--- src/rtl/instr_mem_loader.sv ---
// ---------------------------------------------------------------------------
// instr_mem_loader
//
// Writable byte-wide instruction memory filled from a little-endian byte
// stream. The loader writes from byte address 0 upward and holds the IF/ID
// stages frozen while a session is in progress. The read side serves 32-bit
// little-endian words to the fetch stage combinationally.
//
// Parameters:
//   DEPTH_BYTES  memory size in bytes (4..4096)
//   PTR_W        write pointer / byte count width, 2**PTR_W > DEPTH_BYTES
//
// Ports:
//   clk          clock, rising edge
//   rst          asynchronous active-low reset
//   load_start   one-cycle session request, honoured only when idle
//   in_valid     stream byte valid
//   in_byte      stream byte
//   in_last      final byte of the session (qualified by in_valid)
//   in_ready     loader accepts a byte this cycle
//   freeze       IF/ID freeze, high while a session is active
//   load_done    one-cycle pulse at session end
//   load_err     status of the last session, held until the next session
//   byte_count   bytes accepted in the current or last session
//   fetch_addr   IF byte address (PC), need not be word aligned
//   fetch_instr  {mem[a+3], mem[a+2], mem[a+1], mem[a]}
//   checksum     XOR of accepted bytes
//
// Optional feature:
//   IMEM_CHECKSUM_EN  when defined, builds the running XOR checksum register;
//                     otherwise checksum is tied to zero.
// ---------------------------------------------------------------------------
module instr_mem_loader #(
    parameter int DEPTH_BYTES = 188,
    parameter int PTR_W       = 12
) (
    input  logic             clk,
    input  logic             rst,
    input  logic             load_start,
    input  logic             in_valid,
    input  logic [7:0]       in_byte,
    input  logic             in_last,
    output logic             in_ready,
    output logic             freeze,
    output logic             load_done,
    output logic             load_err,
    output logic [PTR_W-1:0] byte_count,
    input  logic [31:0]      fetch_addr,
    output logic [31:0]      fetch_instr,
    output logic [7:0]       checksum
);

    localparam int AW = $clog2(DEPTH_BYTES);

    typedef enum logic [1:0] {
        IDLE,
        LOAD,
        DONE
    } stateT;

    stateT            state;
    stateT            stateNext;
    logic [PTR_W-1:0] wrPtr;
    logic [7:0]       mem [DEPTH_BYTES];

    logic accept;
    logic sessionStart;
    logic atEnd;

    assign accept       = in_valid & in_ready;
    assign sessionStart = (state == IDLE) & load_start;
    assign atEnd        = (wrPtr == PTR_W'(DEPTH_BYTES - 1));

    // The write pointer and the session byte count always advance together
    // from the same cleared value, so one register serves both.
    assign byte_count = wrPtr;

    // -----------------------------------------------------------------------
    // State register
    // -----------------------------------------------------------------------
    // NOTE: sequential state uses non-blocking assignments so every register
    // samples pre-edge values regardless of process evaluation order.
    always_ff @(posedge clk or negedge rst) begin
        if (!rst) begin
            state <= IDLE;
        end else begin
            state <= stateNext;
        end
    end

    // -----------------------------------------------------------------------
    // Next state and state-decoded outputs
    // -----------------------------------------------------------------------
    // NOTE: every output of this block gets a default first, so no path can
    // leave a value unassigned and infer a latch.
    always_comb begin
        stateNext = state;
        in_ready  = 1'b0;
        freeze    = 1'b0;
        load_done = 1'b0;
        unique case (state)
            IDLE: begin
                if (load_start) begin
                    stateNext = LOAD;
                end
            end
            LOAD: begin
                in_ready = 1'b1;
                freeze   = 1'b1;
                // End of session: explicit last byte, or the top byte of the
                // memory was just written (no wrap-around).
                if (accept && (in_last || atEnd)) begin
                    stateNext = DONE;
                end
            end
            DONE: begin
                freeze    = 1'b1;
                load_done = 1'b1;
                stateNext = IDLE;
            end
            default: begin
                stateNext = IDLE;
            end
        endcase
    end

    // -----------------------------------------------------------------------
    // Write pointer and error status
    // -----------------------------------------------------------------------
    always_ff @(posedge clk or negedge rst) begin
        if (!rst) begin
            wrPtr    <= '0;
            load_err <= 1'b0;
        end else if (sessionStart) begin
            wrPtr    <= '0;
            load_err <= 1'b0;
        end else if (accept) begin
            wrPtr <= wrPtr + 1'b1;
            if (in_last) begin
                // The new count is a multiple of 4 exactly when the old
                // count ends in 2'b11.
                load_err <= (wrPtr[1:0] != 2'b11);
            end else if (atEnd) begin
                load_err <= 1'b1;
            end
        end
    end

    // -----------------------------------------------------------------------
    // Byte storage
    // -----------------------------------------------------------------------
    // NOTE: the storage is built from resettable flops rather than a RAM
    // macro because reset must return every byte to zero.
    always_ff @(posedge clk or negedge rst) begin
        if (!rst) begin
            for (int i = 0; i < DEPTH_BYTES; i++) begin
                mem[i] <= 8'h00;
            end
        end else if (accept) begin
            mem[wrPtr[AW-1:0]] <= in_byte;
        end
    end

    // -----------------------------------------------------------------------
    // Combinational read port: four byte lanes, 32-bit address arithmetic,
    // anything at or beyond the depth reads as zero.
    // -----------------------------------------------------------------------
    for (genvar k = 0; k < 4; k++) begin : gRead
        logic [31:0] laneAddr;
        assign laneAddr = fetch_addr + 32'(k);
        assign fetch_instr[8*k +: 8] = (laneAddr < 32'(DEPTH_BYTES))
                                       ? mem[laneAddr[AW-1:0]] : 8'h00;
    end

    // -----------------------------------------------------------------------
    // Optional running checksum
    // -----------------------------------------------------------------------
`ifdef IMEM_CHECKSUM_EN
    logic [7:0] csReg;

    always_ff @(posedge clk or negedge rst) begin
        if (!rst) begin
            csReg <= 8'h00;
        end else if (sessionStart) begin
            csReg <= 8'h00;
        end else if (accept) begin
            csReg <= csReg ^ in_byte;
        end
    end

    assign checksum = csReg;
`else
    assign checksum = 8'h00;
`endif

endmodule

--- config.mk ---
export PLATFORM = sky130hd
export DESIGN_NAME = instr_mem_loader
export DESIGN_NICKNAME = d
export VERILOG_FILES = /design/src/rtl/instr_mem_loader.sv
export SDC_FILE = /design/constraint.sdc
export NUM_CORES = 2
export LEC_CHECK = 0
export ABC_CLOCK_PERIOD_IN_PS = 11400
export CORE_ASPECT_RATIO = 0.8
export CORE_MARGIN = 1.5
export CORE_UTILIZATION = 45
export DETAILED_ROUTE_END_ITERATION = 10
export GPL_TIMING_DRIVEN = 0
export HOLD_SLACK_MARGIN = 0.03
export PLACE_DENSITY = 0.64
export REMOVE_ABC_BUFFERS = 1
export SYNTH_ARGS = -nofsm -noshare
export SYNTH_HDL_FRONTEND = slang
export SYNTH_SLANG_ARGS = --single-unit
--- constraint.sdc ---
create_clock -name clk -period 11.4 [get_ports clk]
set_input_delay 2.28 -clock clk [delete_from_list [all_inputs] [get_ports clk]]
set_output_delay 2.28 -clock clk [all_outputs]
set_load 0.05 [all_outputs]
Yosys cells after proc, flatten, opt, wreduce, memory -nomap -nowiden
Cells that the tools add are included.

Word-level logic and storage cells: 258. Input port bits: 45. Register bits: 1519. Output and inout port bits: 56.

Add/sub/neg operators: 4. Equal/unequal tests: 6. Reductions and logical operators: 9. $lt $le $gt $ge: 10. Bitwise logic cells: 7. Muxes and demuxes: 31.

Operators with widths (count): $bwmux 1504 (1); $bmux 8 s8 (4); $lt 32x8->1 const B (4); $mux 8 (13); $add 32x2->32 const B (2); $demux 8 s8 (1); $ge 9x9->1 const B (5); $not 8->9 (5); $add 32x1->32 const B (1); $mux 12 (2); $add 12x1->12 const B (1); $eq 12x8->1 const B (1); $lt 9x1->1 const B (1); $mux 1 (7); $ne 2x2->1 const B (3); $mux 2 (2); $pmux 2 s2 (1); $reduce_and 2->1 (2); $reduce_bool 3->1 (1); $and 1x1->1 (2); $eq 2x1->1 const B (1); $eq 2x2->1 const B (1); $logic_and 1x1->1 (2); $logic_not 2->1 (1); 3 further kinds (3).

Logic depth before layout (Yosys ltp)
Depth in word-level cells: 6. Depth in mapped cells: 18. Gate-level depth less buffers: 10.

Worst setup path after synthesis
OpenSTA, ideal clock, no wires.

Path kind: input port to output port. From: input port fetch_addr[1]. To: output port fetch_instr[11]. Buffers on the path: 8. Arrival: 6.851 ns. Stages: 16. Data required time: 9.120 ns. Slack: 2.269 ns. Cell sequence: buf_4 > inv_1 > clkbuf_1 > buf_1 > clkbuf_1 > ha_1 > buf_4 > buf_2 > clkbuf_1 > buf_1 > nor2_1 > a22oi_1 > nor2_1 > nor3_1 > or4_1 > a21oi_1.

Word-level cells in the longest chain between the ends: 6. Elaborated cells on any way between the ends: 7. Classes of those cells: add/sub: 1; order compare: 1; mux: 4; bitwise: 1.

Ends and longest elaborated chain: start, declared (RTL line 48) `input logic [31:0] fetch_addr,`; $add 32x1->32 * (RTL line 170) `assign laneAddr = fetch_addr + 32'(k);`; $not 8->9 (not written as such) (RTL line 172) `? mem[laneAddr[AW-1:0]] : 8'h00;`; $bmux 8 s8 (RTL line 172); $mux 8 (not written as such) (2 in series) (RTL line 172); $mux 8 * (RTL line 172); end, declared (RTL line 49) `output logic [31:0] fetch_instr,`.

Every way passes the cells marked *; elsewhere a longest branch is shown, timed or not. The select of a mux whose other input is x is not followed.

Worst setup path in the final report
From: input port fetch_addr[2]. To: output port fetch_instr[16].

Word-level cells in the longest chain between the ends: 6. Elaborated cells on any way between the ends: 7. Classes of those cells: add/sub: 1; order compare: 1; mux: 4; bitwise: 1.

Ends and longest elaborated chain (RTL line): $add 32x2->32 * (170); $not 8->9 (not written as such) (172); $bmux 8 s8 (172); $mux 8 (not written as such) (2 in series) (172); $mux 8 * (172).

Marked as above.

==> results.toml <==
[global_route]
grt_max_degree = 176
antenna_found_initial = 51
grt_pass1_wl_mm = 619
grtUsageTotal_pct = 35.9
grt_pass1_vias = 78257
grt-ovfl-total = 0

[worst_hold_path]
min_path_type = "reg -> reg"
hold_end = "load_err"
whs_path_depth = 2
min_from = "load_err"

[synthesis]
yosysUniqueCellTypes = 86
synth_area_leader_cell = "dfrtp_1"
synth-main-ff-cell = "dfrtp_1"
syn_area_per_cell_um2 = 14.0
synth_cells = 7759
synth_top_area_share_pct = 35.1
synth_edf_count = 0
synthTopCellsByArea = "dfrtp_1 (35%), mux4_2 (34%), mux2_2 (16%)"
async_flop_share_pct = 100
ys_seq_area_share_pct = 35.1
synth_area_um2 = 108000
yosys_register_bits = 1519
ys_warn_count = 0

[run]
maxCapViolCount = 11

[pwr]
seqPwrFrac_pct = 40.4
clkPwrFrac_pct = 41.9
p_int_w = 0.00965
total_power_w = 0.0138
ir_drop_mv = 0.133
swShare_pct = 30.0
comb_power_share_pct = 17.7
p_switching_w = 0.00413
leakage_nw = 49.6
p_per_area_nw_per_um2 = 115

[route]
wl_met1_mm = 157
drtIter0Drc = 14131
met3_length_mm = 82.1
wl_per_cell_um = 40.9
vias_per_cell = 7.64
drtAntennaViolNets = 0
wl_met2_mm = 175
routed_wirelength_mm = 441
vias = 82298
dr.pass1.iters = 7
drcViolationCount = 0
highest_layer = "met5"

[outcome]
violations = "max-capacitance violations, max-slew violations, negative setup slack"
status = "complete, but fails checks"

[floorplanning]
initial_core_util_pct = 45.4
die_area_um2 = 244000
core_um2 = 238000
die_w_um = 551
num_rows = 160
fp.dieH_um = 442
io_pins = 101

[cts]
cts_made_buffers = 170
cts_hold_buf = 0
cts_tree = "yes"
cts_root_buffer = "clkbuf_16"
clk_path_buf_depth = 4
path_clk_slew_ps = 60
htree_levels = 4
clk_latency_ps = 860
cts_sinks = 1519

[setup_path]
r2r-start = "byte_count[4]"
critPathMaxStageDelay_ps = 1360
r2r-end = "mem[1119]"
cp_data_required_time_ps = 9120
crit_buf_inv = 7
critPathCaptureType = "primary output"
reg2reg_depth = 4
r2r_setup_slack_ps = 6730
crit_arrival_ps = 9210
critPathKind = "in -> out"
crit_path_cell_trace = "buf_8 > buf_16 > buf_16 > buf_16 > nand3_1 > xnor2_2 > buf_8 > buf_8 > nand2_1 > a21oi_1 > nor4_1 > a22oi_1 > a32oi_1 > nor2_1 > clkdlybuf4s50_1"
worstPathMaxFanout = 64
crit_family = "simple AND/OR/NAND/NOR gates"
cp_slowest_cell = "nor4_1"
critPathLaunchType = "input pin"

[sta]
final-setup-viol-count = 3
finalHoldViolations = 0
grt_setup_unrepaired = "no"
fin_skew_ps = 58.9
finalCritPeriodShare_pct = 101
postLayoutSetupSlackWorst_ps = -88.8
min_period_ps = 11490
slew_viol_final = 64
slew_headroom_pct = -16.7
max_freq_mhz = 87.0
worst_pin_slew_ps = 1740

[placement]
place_hpwl_mm = 297
routabilityCongestion = 1.02
placed_cell_area_um2 = 114000
io_buffers = 92

[final_layout]
final_nets = 7510
drive_gt1_share_pct = 49.7
area_delta_synth_final_pct = 11.1
finalInstanceArea_um2 = 120000
-- cell type report --
type,instances,area (µm²)
Antenna cell,33,82.6
Clock buffer,245,4940
Clock inverter,50,692
Fill cell,19706,118000
Inverter,20,91.3
Multi-Input combinational cell,5443,67300
Sequential cell,1519,38000
Tap cell,3159,3950
Timing Repair Buffer,299,5230
-- kinds of logic after synthesis --
family / count (synthesis) / share of synthesized area, %
AND/OR/NAND/NOR: 1493 / 6.23
flip-flops: 1519 / 35.1
multiplexers: 3309 / 51.1
other: 1 / 0.00346
adder cells (fa/ha/maj): 12 / 0.139
AO/OA/AOI/OAI: 565 / 3.52
XOR/XNOR: 55 / 0.490
buffers and inverters: 805 / 3.41
-- synth_stat cells (27+ instances only) --
master	instances
dfrtp_1	1519
mux2i_1	163
buf_2	261
buf_1	56
buf_4	77
a211oi_1	35
nor4_1	32
nor3_1	63
o2111ai_1	30
xnor2_1	31
and2_1	27
mux2_2	1522
nand2_1	826
clkbuf_1	384
o21ai_0	76
o211ai_1	33
a22oi_1	29
a21oi_1	155
nand4_1	79
nor2_1	151
nand3_1	183
a31oi_1	40
mux4_2	1623
and3_1	34
-- power by group through the flow --
stage	combinational (W)	clock (W)	sequential, W
after floorplan	0.00112	0	0.00564
after global placement	0.00312	0	0.00569
after detailed placement	0.00230	0	0.00566
after CTS	0.00233	0.00579	0.00556
after global routing	0.00247	0.00601	0.00557
final	0.00244	0.00577	0.00557
-- per-layer routing --
| metal | vias to the layer above | global-route usage, % |
|---|---|---|
| li1 | 30696 | - |
| met3 | 1326 | 21.9 |
| met2 | 6999 | 46.4 |
| met1 | 43227 | 46.9 |
| met4 | 50 | 16.5 |
| met5 | - | 0.631 |
-- sequential cells by signal (all words and copies together), names as in the netlist --
register	flops
load_err	1
byte_count	12
state	2
mem	1504
-- tightest hold or removal path: stages (launching register included) --
cell and delay [ps]:
dfrtp_1 390, inv_1 60, a221oi_1 60
-- stage by stage --
stage	cells	util [%]	hold slack [ps]	setup slack, ps	setup TNS [ps]
2_1_floorplan	6981	-	500	-11990	-190810
3_3_place_gp	10232	46.0	534	-135220	-
3_5_place_dp	10418	47.8	539	-1910	-26840
4_1_cts	10727	50.3	555	105	0
5_1_grt	10744	50.4	589	4.74	0
6_report	10768	50.5	558	-88.8	-156
-- worst max-delay path by stage --
stage,cells after the start,slack [ps],startpoint,to
CTS,16,110,fetch_addr[0],fetch_instr[11]
global placement,10,-135220,fetch_addr[0],fetch_instr[10]
detailed placement,16,-1910,fetch_addr[0],fetch_instr[28]
global route,14,5,fetch_addr[1],fetch_instr[9]
floorplan,9,-11990,fetch_addr[1],fetch_instr[15]
finish,15,-90,fetch_addr[2],fetch_instr[16]
-- layout by cell type, fill, tap and decap left out, drive strengths merged, types with 34 or more instances in the layout --
master and n:
mux4 1623, mux2 1523, dfrtp 1519, nand2 830, clkbuf 248, buf 215, nand3 184, mux2i 163
a21oi 156, nor2 151, nand4 82, o21ai 78, clkdlybuf4s50 70, nor3 64, a31oi 40, nor4 36
a211oi 35, xnor2 35, and3 34
-- timing repair --
item,in CTS,in global routing
buffers inserted,9,2
gates cloned,5,2
setup endpoints to repair,29,21
gates resized for setup,31,16
pin swaps,7,3
(Power assumes the default switching activity.)
